$ cat src/rtl/cp0_pkg.sv
// cp0_pkg: shared constants for the CP0 coprocessor slice.
//   - CP0 register indices used by mtc0/mfc0 (`number`)
//   - special ExcCode values (CAUSE_ERET marks an ERET report)
//   - SR and Cause field bit positions
package cp0_pkg;

  localparam logic [4:0] CP0_BADVADDR = 5'd8;
  localparam logic [4:0] CP0_COUNT    = 5'd9;
  localparam logic [4:0] CP0_COMPARE  = 5'd11;
  localparam logic [4:0] CP0_SR       = 5'd12;
  localparam logic [4:0] CP0_CAUSE    = 5'd13;
  localparam logic [4:0] CP0_EPC      = 5'd14;
  localparam logic [4:0] CP0_PRID     = 5'd15;

  // ExcCode 31 is reserved in the architecture, so it is free to mean ERET
  localparam logic [4:0] CAUSE_INT  = 5'd0;
  localparam logic [4:0] CAUSE_ERET = 5'd31;

  // SR fields
  localparam int SR_IE    = 0;
  localparam int SR_EXL   = 1;
  localparam int SR_IM_LO = 8;
  localparam int SR_IM_HI = 15;

  // Cause fields
  localparam int CAUSE_BD     = 31;
  localparam int CAUSE_TI     = 30;
  localparam int CAUSE_IP_LO  = 8;
  localparam int CAUSE_IP_HI  = 15;
  localparam int CAUSE_EXC_LO = 2;
  localparam int CAUSE_EXC_HI = 6;

endpackage

$ cat src/rtl/cp0_intc_if.sv
// cp0_intc_if: pipeline <-> CP0 bus.
//   master (pipeline): drives mtc0 write (we/number/wdata), the commit-time
//                      exception report and pipe_has_exc; receives rdata,
//                      redirect/redirect_pc and irq_req.
//   slave  (cp0_intc): the opposite directions.
interface cp0_intc_if;
  logic        we;
  logic [4:0]  number;
  logic [31:0] wdata;
  logic [31:0] rdata;
  logic        exc_valid;
  logic [4:0]  exc_cause;
  logic [31:0] exc_pc;
  logic [31:0] exc_badvaddr;
  logic        exc_is_bd;
  logic        pipe_has_exc;
  logic        redirect;
  logic [31:0] redirect_pc;
  logic        irq_req;

  modport master (
    output we, number, wdata, exc_valid, exc_cause, exc_pc, exc_badvaddr,
           exc_is_bd, pipe_has_exc,
    input  rdata, redirect, redirect_pc, irq_req
  );

  modport slave (
    input  we, number, wdata, exc_valid, exc_cause, exc_pc, exc_badvaddr,
           exc_is_bd, pipe_has_exc,
    output rdata, redirect, redirect_pc, irq_req
  );
endinterface

$ cat src/rtl/cp0_timer.sv
// cp0_timer: Count/Compare timer. Only instantiated when CP0_TIMER_EN is
// defined.
//   clk, reset_n : clock, synchronous active-low reset
//   countWe      : accepted mtc0 to Count (also restarts the prescaler)
//   compareWe    : accepted mtc0 to Compare (also clears TI)
//   wdata        : write data
//   count        : current Count
//   compare      : current Compare
//   ti           : timer interrupt latch
module cp0_timer #(
  parameter int COUNT_DIV = 2
) (
  input  logic        clk,
  input  logic        reset_n,
  input  logic        countWe,
  input  logic        compareWe,
  input  logic [31:0] wdata,
  output logic [31:0] count,
  output logic [31:0] compare,
  output logic        ti
);

  localparam int PW = (COUNT_DIV > 1) ? $clog2(COUNT_DIV) : 1;

  logic [PW-1:0] presc;
  logic          tick;
  logic [31:0]   countNext;

  assign tick      = (presc == PW'(COUNT_DIV - 1));
  assign countNext = count + 32'd1;

  always_ff @(posedge clk) begin
    if (!reset_n) begin
      presc   <= '0;
      count   <= '0;
      compare <= '0;
      ti      <= 1'b0;
    end else begin
      // a Count write wins over the increment and restarts the prescaler
      if (countWe) begin
        count <= wdata;
        presc <= '0;
      end else if (tick) begin
        count <= countNext;
        presc <= '0;
      end else begin
        presc <= presc + 1'b1;
      end

      // a Compare write wins over a same-cycle match, so TI ends cleared
      if (compareWe) begin
        compare <= wdata;
        ti      <= 1'b0;
      end else if (!countWe && tick && (countNext == compare)) begin
        ti <= 1'b1;
      end
    end
  end

endmodule

$ cat src/rtl/cp0_intc.sv
// cp0_intc: CP0 register file, exception entry / ERET redirect, interrupt
// controller and optional Count/Compare timer.
//   clk, reset_n : clock, synchronous active-low reset
//   hw_irq       : level-sensitive external interrupts, line k -> Cause.IP[2+k]
//   bus          : cp0_intc_if.slave (mtc0/mfc0, exception report, redirect,
//                  irq_req)
// Optional feature: define CP0_TIMER_EN to build the Count/Compare timer;
// without it Count/Compare read 0 and TI/IP[7] are tied low.
module cp0_intc
  import cp0_pkg::*;
#(
  parameter int          NUM_HW_IRQ = 5,
  parameter logic [31:0] EXC_VECTOR = 32'hBFC00380,
  parameter logic [31:0] PRID_VALUE = 32'hDEADBEEF,
  parameter int          COUNT_DIV  = 2
) (
  input  logic                  clk,
  input  logic                  reset_n,
  input  logic [NUM_HW_IRQ-1:0] hw_irq,
  cp0_intc_if.slave             bus
);

  if (NUM_HW_IRQ < 1 || NUM_HW_IRQ > 5) begin : gBadHw
    $error("cp0_intc: NUM_HW_IRQ must be 1..5");
  end
  if (COUNT_DIV < 1 || COUNT_DIV > 16) begin : gBadDiv
    $error("cp0_intc: COUNT_DIV must be 1..16");
  end

  // architectural state
  logic        exl, ie;
  logic [7:0]  im;
  logic [31:0] epc, badVAddr;
  logic        bd;
  logic [4:0]  excCode;
  logic [1:0]  ipSw;
  logic [4:0]  ipHw;

  logic [31:0] count, compare;
  logic        ti;

  logic        isEret, takeExc, takeEret, wrEn;
  logic [4:0]  hwPad;
  logic [7:0]  ip;
  logic [31:0] srVal, causeVal;

  assign isEret   = (bus.exc_cause == CAUSE_ERET);
  assign takeExc  = bus.exc_valid && !isEret && !exl;
  assign takeEret = bus.exc_valid &&  isEret &&  exl;
  // any reported event, taken or ignored, suppresses the mtc0 in that cycle
  assign wrEn     = bus.we && !bus.exc_valid;

  always_comb begin
    hwPad = '0;
    hwPad[NUM_HW_IRQ-1:0] = hw_irq;
  end

`ifdef CP0_TIMER_EN
  cp0_timer #(.COUNT_DIV(COUNT_DIV)) uTimer (
    .clk       (clk),
    .reset_n   (reset_n),
    .countWe   (wrEn && (bus.number == CP0_COUNT)),
    .compareWe (wrEn && (bus.number == CP0_COMPARE)),
    .wdata     (bus.wdata),
    .count     (count),
    .compare   (compare),
    .ti        (ti)
  );
`else
  assign count   = '0;
  assign compare = '0;
  assign ti      = 1'b0;
`endif

  assign ip = {ti, ipHw, ipSw};

  always_comb begin
    srVal = '0;
    srVal[SR_IM_HI:SR_IM_LO] = im;
    srVal[SR_EXL]            = exl;
    srVal[SR_IE]             = ie;
  end

  always_comb begin
    causeVal = '0;
    causeVal[CAUSE_BD]                    = bd;
    causeVal[CAUSE_TI]                    = ti;
    causeVal[CAUSE_IP_HI:CAUSE_IP_LO]     = ip;
    causeVal[CAUSE_EXC_HI:CAUSE_EXC_LO]   = excCode;
  end

  always_comb begin
    bus.rdata = '0;
    case (bus.number)
      CP0_BADVADDR: bus.rdata = badVAddr;
      CP0_COUNT:    bus.rdata = count;
      CP0_COMPARE:  bus.rdata = compare;
      CP0_SR:       bus.rdata = srVal;
      CP0_CAUSE:    bus.rdata = causeVal;
      CP0_EPC:      bus.rdata = epc;
      CP0_PRID:     bus.rdata = PRID_VALUE;
      default:      bus.rdata = '0;
    endcase
  end

  // outputs are forced quiet while reset is held
  assign bus.redirect    = reset_n && (takeExc || takeEret);
  assign bus.redirect_pc = takeEret ? epc : EXC_VECTOR;
  assign bus.irq_req     = reset_n && ie && !exl && !bus.pipe_has_exc && |(ip & im);

  always_ff @(posedge clk) begin
    if (!reset_n) begin
      exl      <= 1'b1;
      ie       <= 1'b0;
      im       <= 8'hFF;
      epc      <= '0;
      badVAddr <= '0;
      bd       <= 1'b0;
      excCode  <= '0;
      ipSw     <= '0;
      ipHw     <= '0;
    end else begin
      ipHw <= hwPad;
      if (takeExc) begin
        exl      <= 1'b1;
        bd       <= bus.exc_is_bd;
        excCode  <= bus.exc_cause;
        badVAddr <= bus.exc_badvaddr;
        // a delay-slot fault restarts at the branch
        epc      <= bus.exc_is_bd ? bus.exc_pc - 32'd4 : bus.exc_pc;
      end else if (takeEret) begin
        exl <= 1'b0;
      end else if (wrEn) begin
        case (bus.number)
          CP0_SR: begin
            im  <= bus.wdata[SR_IM_HI:SR_IM_LO];
            exl <= bus.wdata[SR_EXL];
            ie  <= bus.wdata[SR_IE];
          end
          CP0_CAUSE: ipSw <= bus.wdata[CAUSE_IP_LO+1:CAUSE_IP_LO];
          CP0_EPC:   epc  <= bus.wdata;
          default: ;
        endcase
      end
    end
  end

endmodule

$ cat src/flat_wrapper.sv
// flat-port wrapper written by rule: the top's interface ports become plain ports
module cp0_intc_flat import cp0_pkg::*;
#(
  parameter int          NUM_HW_IRQ = 5,
  parameter logic [31:0] EXC_VECTOR = 32'hBFC00380,
  parameter logic [31:0] PRID_VALUE = 32'hDEADBEEF,
  parameter int          COUNT_DIV  = 2
)
  (clk, reset_n, hw_irq, bus_we, bus_number, bus_wdata, bus_exc_valid, bus_exc_cause, bus_exc_pc, bus_exc_badvaddr, bus_exc_is_bd, bus_pipe_has_exc, bus_rdata, bus_redirect, bus_redirect_pc, bus_irq_req);
  cp0_intc_if bus_i ();
  input  logic clk;
  input  logic reset_n;
  input  logic [NUM_HW_IRQ-1:0] hw_irq;
  input wire logic [$bits(bus_i.we)-1:0] bus_we;
  input wire logic [$bits(bus_i.number)-1:0] bus_number;
  input wire logic [$bits(bus_i.wdata)-1:0] bus_wdata;
  input wire logic [$bits(bus_i.exc_valid)-1:0] bus_exc_valid;
  input wire logic [$bits(bus_i.exc_cause)-1:0] bus_exc_cause;
  input wire logic [$bits(bus_i.exc_pc)-1:0] bus_exc_pc;
  input wire logic [$bits(bus_i.exc_badvaddr)-1:0] bus_exc_badvaddr;
  input wire logic [$bits(bus_i.exc_is_bd)-1:0] bus_exc_is_bd;
  input wire logic [$bits(bus_i.pipe_has_exc)-1:0] bus_pipe_has_exc;
  output wire logic [$bits(bus_i.rdata)-1:0] bus_rdata;
  output wire logic [$bits(bus_i.redirect)-1:0] bus_redirect;
  output wire logic [$bits(bus_i.redirect_pc)-1:0] bus_redirect_pc;
  output wire logic [$bits(bus_i.irq_req)-1:0] bus_irq_req;
  assign bus_i.we = bus_we;
  assign bus_i.number = bus_number;
  assign bus_i.wdata = bus_wdata;
  assign bus_i.exc_valid = bus_exc_valid;
  assign bus_i.exc_cause = bus_exc_cause;
  assign bus_i.exc_pc = bus_exc_pc;
  assign bus_i.exc_badvaddr = bus_exc_badvaddr;
  assign bus_i.exc_is_bd = bus_exc_is_bd;
  assign bus_i.pipe_has_exc = bus_pipe_has_exc;
  assign bus_rdata = bus_i.rdata;
  assign bus_redirect = bus_i.redirect;
  assign bus_redirect_pc = bus_i.redirect_pc;
  assign bus_irq_req = bus_i.irq_req;
  cp0_intc #(.NUM_HW_IRQ(NUM_HW_IRQ), .EXC_VECTOR(EXC_VECTOR), .PRID_VALUE(PRID_VALUE), .COUNT_DIV(COUNT_DIV)) u_core (.clk(clk), .reset_n(reset_n), .hw_irq(hw_irq), .bus(bus_i));
endmodule
$ cat config.mk
export PLATFORM = sky130hd
export DESIGN_NAME = cp0_intc_flat
export DESIGN_NICKNAME = d
export VERILOG_FILES = /design/src/rtl/cp0_pkg.sv /design/src/rtl/cp0_intc_if.sv /design/src/rtl/cp0_timer.sv /design/src/rtl/cp0_intc.sv /design/src/flat_wrapper.sv
export SDC_FILE = /design/constraint.sdc
export NUM_CORES = 1
export LEC_CHECK = 0
export BUFFER_PORTS_ARGS = -buffer_cell sky130_fd_sc_hd__buf_2
export CAP_MARGIN = 20
export CORE_UTILIZATION = 45
export DETAILED_ROUTE_END_ITERATION = 12
export GPL_ROUTABILITY_DRIVEN = 0
export GPL_TIMING_DRIVEN = 0
export PLACE_DENSITY_LB_ADDON = 0.2
export SYNTH_ARGS = -nofsm -noshare
export SYNTH_HDL_FRONTEND = slang
export SYNTH_SLANG_ARGS = --single-unit
$ cat constraint.sdc
create_clock -name clk -period 2.4 [get_ports clk]
set_input_delay 0.36 -clock clk [delete_from_list [all_inputs] [get_ports clk]]
set_output_delay 0.36 -clock clk [all_outputs]
set_load 0.03 [all_outputs]
=== Word-level counts from Yosys, hierarchy flattened ===
Index checks and enable logic that the tools add are counted.

* Multipliers: 0
* Reductions and logical operators: 25
* Divide/modulo/power cells: 0
* Shift operators: 0
* Bitwise gates (word level): 4
* $lt $le $gt $ge: 0
* Multiplexer cells: 10
* Add/subtract/negate cells: 1
* Eq/ne operators: 7

{| class="wikitable"
|+ Operator list
! cell !! count
|-
| $mux 32 || 6
|-
| $pmux 32 s5 || 1
|-
| $sub 32x3->32 const B || 1
|-
| $eq 5x4->1 const B || 5
|-
| $logic_and 1x1->1 || 10
|-
| $and 7x8->8 || 1
|-
| $reduce_and 4->1 || 2
|-
| $reduce_bool 2->1 || 4
|-
| $reduce_or 8->1 || 1
|-
| $eq 5x5->1 const B || 1
|-
| $logic_not 1->1 || 4
|-
| $mux 1 || 3
|-
| $not 1->1 || 3
|-
| $reduce_and 3->1 || 1
|-
| $ne 2x1->1 const B || 1
|-
| $reduce_and 2->1 || 1
|-
| $reduce_or 2->1 || 1
|-
| $logic_or 1x1->1 || 1
|}

* Register bits: 87
* Bits in read-only memories: 0
* Memories kept: 0
* Word-level logic and storage cells: 56
* Bits in writable memories: 0
* Input port bits: 117
* Latch bits: 0

=== Depth between registers and ports, before layout ===
* Depth in word-level cells: 6
* Gate-level depth with buffers: 8

=== Worst setup path after synthesis ===
Ideal clock, no wire load.

* Path type: in2out
* From: input reset_n
* To: output bus_irq_req
* Arrival: 2.223 ns
* Data required time: 2.040 ns
* Cell stages on the path: 3
* Slack: -0.183 ns
* Buffers on the path: 1
* Path through: clkbuf_1 > nand2_1 > a2111oi_0

* Cells in the longest elaborated chain, start to end: 4

{| class="wikitable"
|+ RTL lines
! what !! line !! text
|-
| start: declaration || flat_wrapper.sv:12 || <nowiki>input logic reset_n;</nowiki>
|-
| $logic_and 1x1->1 (4 in series) || cp0_intc.sv:109 || <nowiki>assign bus.irq_req = reset_n && ie && !exl && !bus.pipe_has_exc && |(ip & im);</nowiki>
|-
| end: declaration || flat_wrapper.sv:26 || <nowiki>output wire logic [$bits(bus_i.irq_req)-1:0] bus_irq_req;</nowiki>
|}

Every way passes these cells.

=== Final worst setup path ===
* From: input bus_number[4]
* To: output bus_rdata[1]

* Cells in the longest elaborated chain, start to end: 2

{| class="wikitable"
|+ RTL lines
! what !! line !! text
|-
| start: declaration || flat_wrapper.sv:15 || <nowiki>input wire logic [$bits(bus_i.number)-1:0] bus_number;</nowiki>
|-
| $eq 5x4->1 || cp0_intc.sv:94 || <nowiki>case (bus.number)</nowiki>
|-
| $pmux 32 s5 * || cp0_intc.sv:94 ||
|-
| end: declaration || flat_wrapper.sv:23 || <nowiki>output wire logic [$bits(bus_i.rdata)-1:0] bus_rdata;</nowiki>
|}

Every way passes the cells marked *; elsewhere a longest branch is shown, timed or not.

==> metrics <==
wire length of the first global-routing pass=approximately 25,000 um; pin count of the biggest net entering global routing=14; async set or reset register ratio after synthesis=0%; worst rel slew slack=a little under two fifths; Req. time, crit path=between 2000 and 2500 ps; remaining number of nets flagged by the antenna check after routing=0; library cell occupying the most area in the post-synthesis netlist=sky130_fd_sc_hd__dfxtp_1; CORE AREA=just over 10,000 um^2; Critical Path Start Type=input port; Pins Over Slew Limit=0; post-detailed-route DRC marker count=0; CTS max path bufs=2; Fmax achieved=between 400 and 500 MHz; netlist area before placement=around 4800 um^2; final-report hold violation count=0; top cell type's share of synthesized area=36.2%; TritonCTS clock tree=done; Crit path largest cell delay=~300 ps; primary flip-flop cell chosen by synthesis mapping=sky130_fd_sc_hd__dfxtp_1; post-detail-place hpwl=around 13,000 um; overflow left after global routing=0; unrepaired setup endpoints after global routing=false; insertion delay to the later sink of the worst-skew pair=around 370 ps; list of cells traversed by the critical path=clkbuf_2 -> nor4_1 -> and2_1 -> clkbuf_1 -> buf_2 -> a22oi_1 -> nand2_1 -> buf_2; slew of the pin with the lowest slew margin=~940 ps; top library cells by usage in the layout, fill and taps aside=sky130_fd_sc_hd__buf_2 (186), sky130_fd_sc_hd__nand2_1 (140), sky130_fd_sc_hd__dfxtp_1 (87); die outline area=approximately 11,000 um^2; reported max-cap violation count=0; fin crit share=between 90% and 100%; final hold slack=just under 200 ps; instance area at placement=5890 um^2; total routed wirelength=~17,000 um; number of fill cells in the layout=991; Lkg Pwr=between 2 and 3 nW; share of post-route cells with drive strength above 1=a little under a third; leading post-synthesis cells by cell area=sky130_fd_sc_hd__dfxtp_1 (36%), sky130_fd_sc_hd__nand2_1 (11%), sky130_fd_sc_hd__a21oi_1 (7.3%); drt via density=about 5.6; warning count from the yosys run=0; total via count after detailed routing=~5,300; crit path time final=~2300 ps; final net count=~900; register area share after synthesis=a little over a third; maximum fanout along the worst path=10; hold bufs inserted after CTS=0; total iterations of the first detailed-routing run=7; pwr dens=~470 nW/um^2; CP Capture Type=output port; buffer type at the clock tree root=sky130_fd_sc_hd__clkbuf_8; most frequent standard cell in the layout excluding fill and tap cells=sky130_fd_sc_hd__buf_2; antenna cell count=0; Critical Path AT=~2000 ps; average wire per standard cell=17.5 um; number of port buffers=180; count of boundary I/O pins=roughly 180; starting density of the core=a little under half; clock sink count=between 80 and 90; Setup CP Type=in2out; setup slack after layout=~84 ps; number of buffers inserted during clock tree synthesis=9; slowest cell on the critical path=sky130_fd_sc_hd__nor4_1; Rows=37; Mapped Cells=614; fin area=around 6100 um^2; DIE HEIGHT=105 um; outcome=finished, final reports clean; Clock Skews=10.5 ps; DRC marker count from the first detailed-route iteration=roughly 520; area added between synthesis and finish=27.4%; setup violation total in the final timing report=0; antenna violations before repair=0; total number of H-tree levels=3; maximum resistive drop on vdd=0.000196 V; DP Worst Slack=-417 ps; via count of the first global-routing pass=4,837; number of post-CTS setup repair buffers=0; number of enable flip-flop cells after synthesis=0; net count after synthesis=about 730; count of state elements after synthesis=slightly below 90; classification of the worst-slack hold path=in2reg; overall track demand over capacity in global routing=~29%; Top cell by count, worst path=sky130_fd_sc_hd__buf_2; Netlist cell types=between 50 and 60; die span in x=around 110 um; synthesized area divided by synthesized cell count=between 7 and 8 um^2; Worst-path clk slew=around 90 ps
[layer usage]
layer / share of wire (%) / GRT usage (%)
met1: 43 / 39.2
met2: 47 / 47.4
met3: 7.9 / 4.45
met5: 0 / 0
met4: 2.2 / 12.5
[critical path: cells and delay by family]
kind | cells | cell delay [ps]
buf+inv | 4 | 880
compound gates | 1 | 120
simple gates | 3 | 590
[Yosys cell counts, types with 4 or more instances]
master,instances
sky130_fd_sc_hd__inv_1,4
sky130_fd_sc_hd__dfxtp_1,87
sky130_fd_sc_hd__a22o_1,6
sky130_fd_sc_hd__nand2b_1,14
sky130_fd_sc_hd__xnor2_1,15
sky130_fd_sc_hd__nor3_1,14
sky130_fd_sc_hd__a21oi_1,70
sky130_fd_sc_hd__clkbuf_1,39
sky130_fd_sc_hd__mux2_2,23
sky130_fd_sc_hd__or3_1,5
sky130_fd_sc_hd__nand3_1,12
sky130_fd_sc_hd__a221o_1,11
sky130_fd_sc_hd__nand2_1,140
sky130_fd_sc_hd__xor2_1,12
sky130_fd_sc_hd__o21ai_0,19
sky130_fd_sc_hd__nor2_1,28
sky130_fd_sc_hd__and2_1,27
sky130_fd_sc_hd__a22oi_1,18
sky130_fd_sc_hd__a311oi_1,12
[layout make-up]
cell class	instances	area, um^2	area share (%)
Multi-Input combinational cell	474	2870	46.8
Timing Repair Buffer	181	908	14.8
Buffer	47	225	3.67
Tap cell	136	170	2.78
Sequential cell	87	1740	28.4
Clock buffer	12	155	2.53
Inverter	5	18.8	0.306
Clock inverter	3	42.5	0.694
[per-stage QoR]
step	power, W	utilization, %	std cells	TNS [ps]
2_1_floorplan	0.00166	-	614	0
3_3_place_gp	0.00184	57.0	930	-9180
5_1_grt	0.00296	59.4	945	0
6_report	0.00287	59.4	945	0
3_5_place_dp	0.00184	57.1	931	-8360
4_1_cts	0.00286	59.3	946	-14.8
[power by group]
group / switching, W / internal, W
Clock: 0.000520 / 0.000531
Sequential: 0.0000163 / 0.00146
Combinational: 0.000197 / 0.000145
Total: 0.000733 / 0.00214
[flip-flops by register name, indices dropped and copies added (netlist names)]
register and count:
u_core.excCode 5, u_core.ipHw 5, u_core.exl 1, u_core.im 8, u_core.badVAddr 32, u_core.ipSw 2, u_core.epc 32, u_core.bd 1
u_core.ie 1
[repair_timing]
| item | CTS | global route |
|---|---|---|
| pin swaps | 0 | 0 |
| endpoints found under the setup margin | 32 | 33 |
| gates cloned | 0 | 0 |
| gates resized for setup | 13 | 14 |
[kinds of logic (layout without fill, tap and decap cells)]
group	after synthesis	after routing	share of synthesized area, %
AOI/OAI and AO/OA	147	147	19.7
xor gates and xnor gates	27	27	4.91
adders and majority gates	1	1	0.260
buffers and inverters	53	248	4.76
DFF	87	87	36.2
muxes	25	25	5.80
and+or+nand+nor	274	274	28.4
[path summary, 6_finish.rpt]
kind / startpoint / endpoint / slack, ps / depth (start not counted)
max: bus_number[4] / bus_rdata[1] / 80 / 8
max reg2reg: u_core.exl$_SDFFE_PP1P_ / u_core.epc[1]$_SDFFE_PN0P_ / 340 / 6
min: hw_irq[2] / u_core.ipHw[2]$_SDFF_PN0_ / 200 / 2
min reg2reg: u_core.excCode[4]$_SDFFE_PN0N_ / u_core.excCode[4]$_SDFFE_PN0N_ / 460 / 2
No activity file was read; power rests on OpenSTA's default activity.
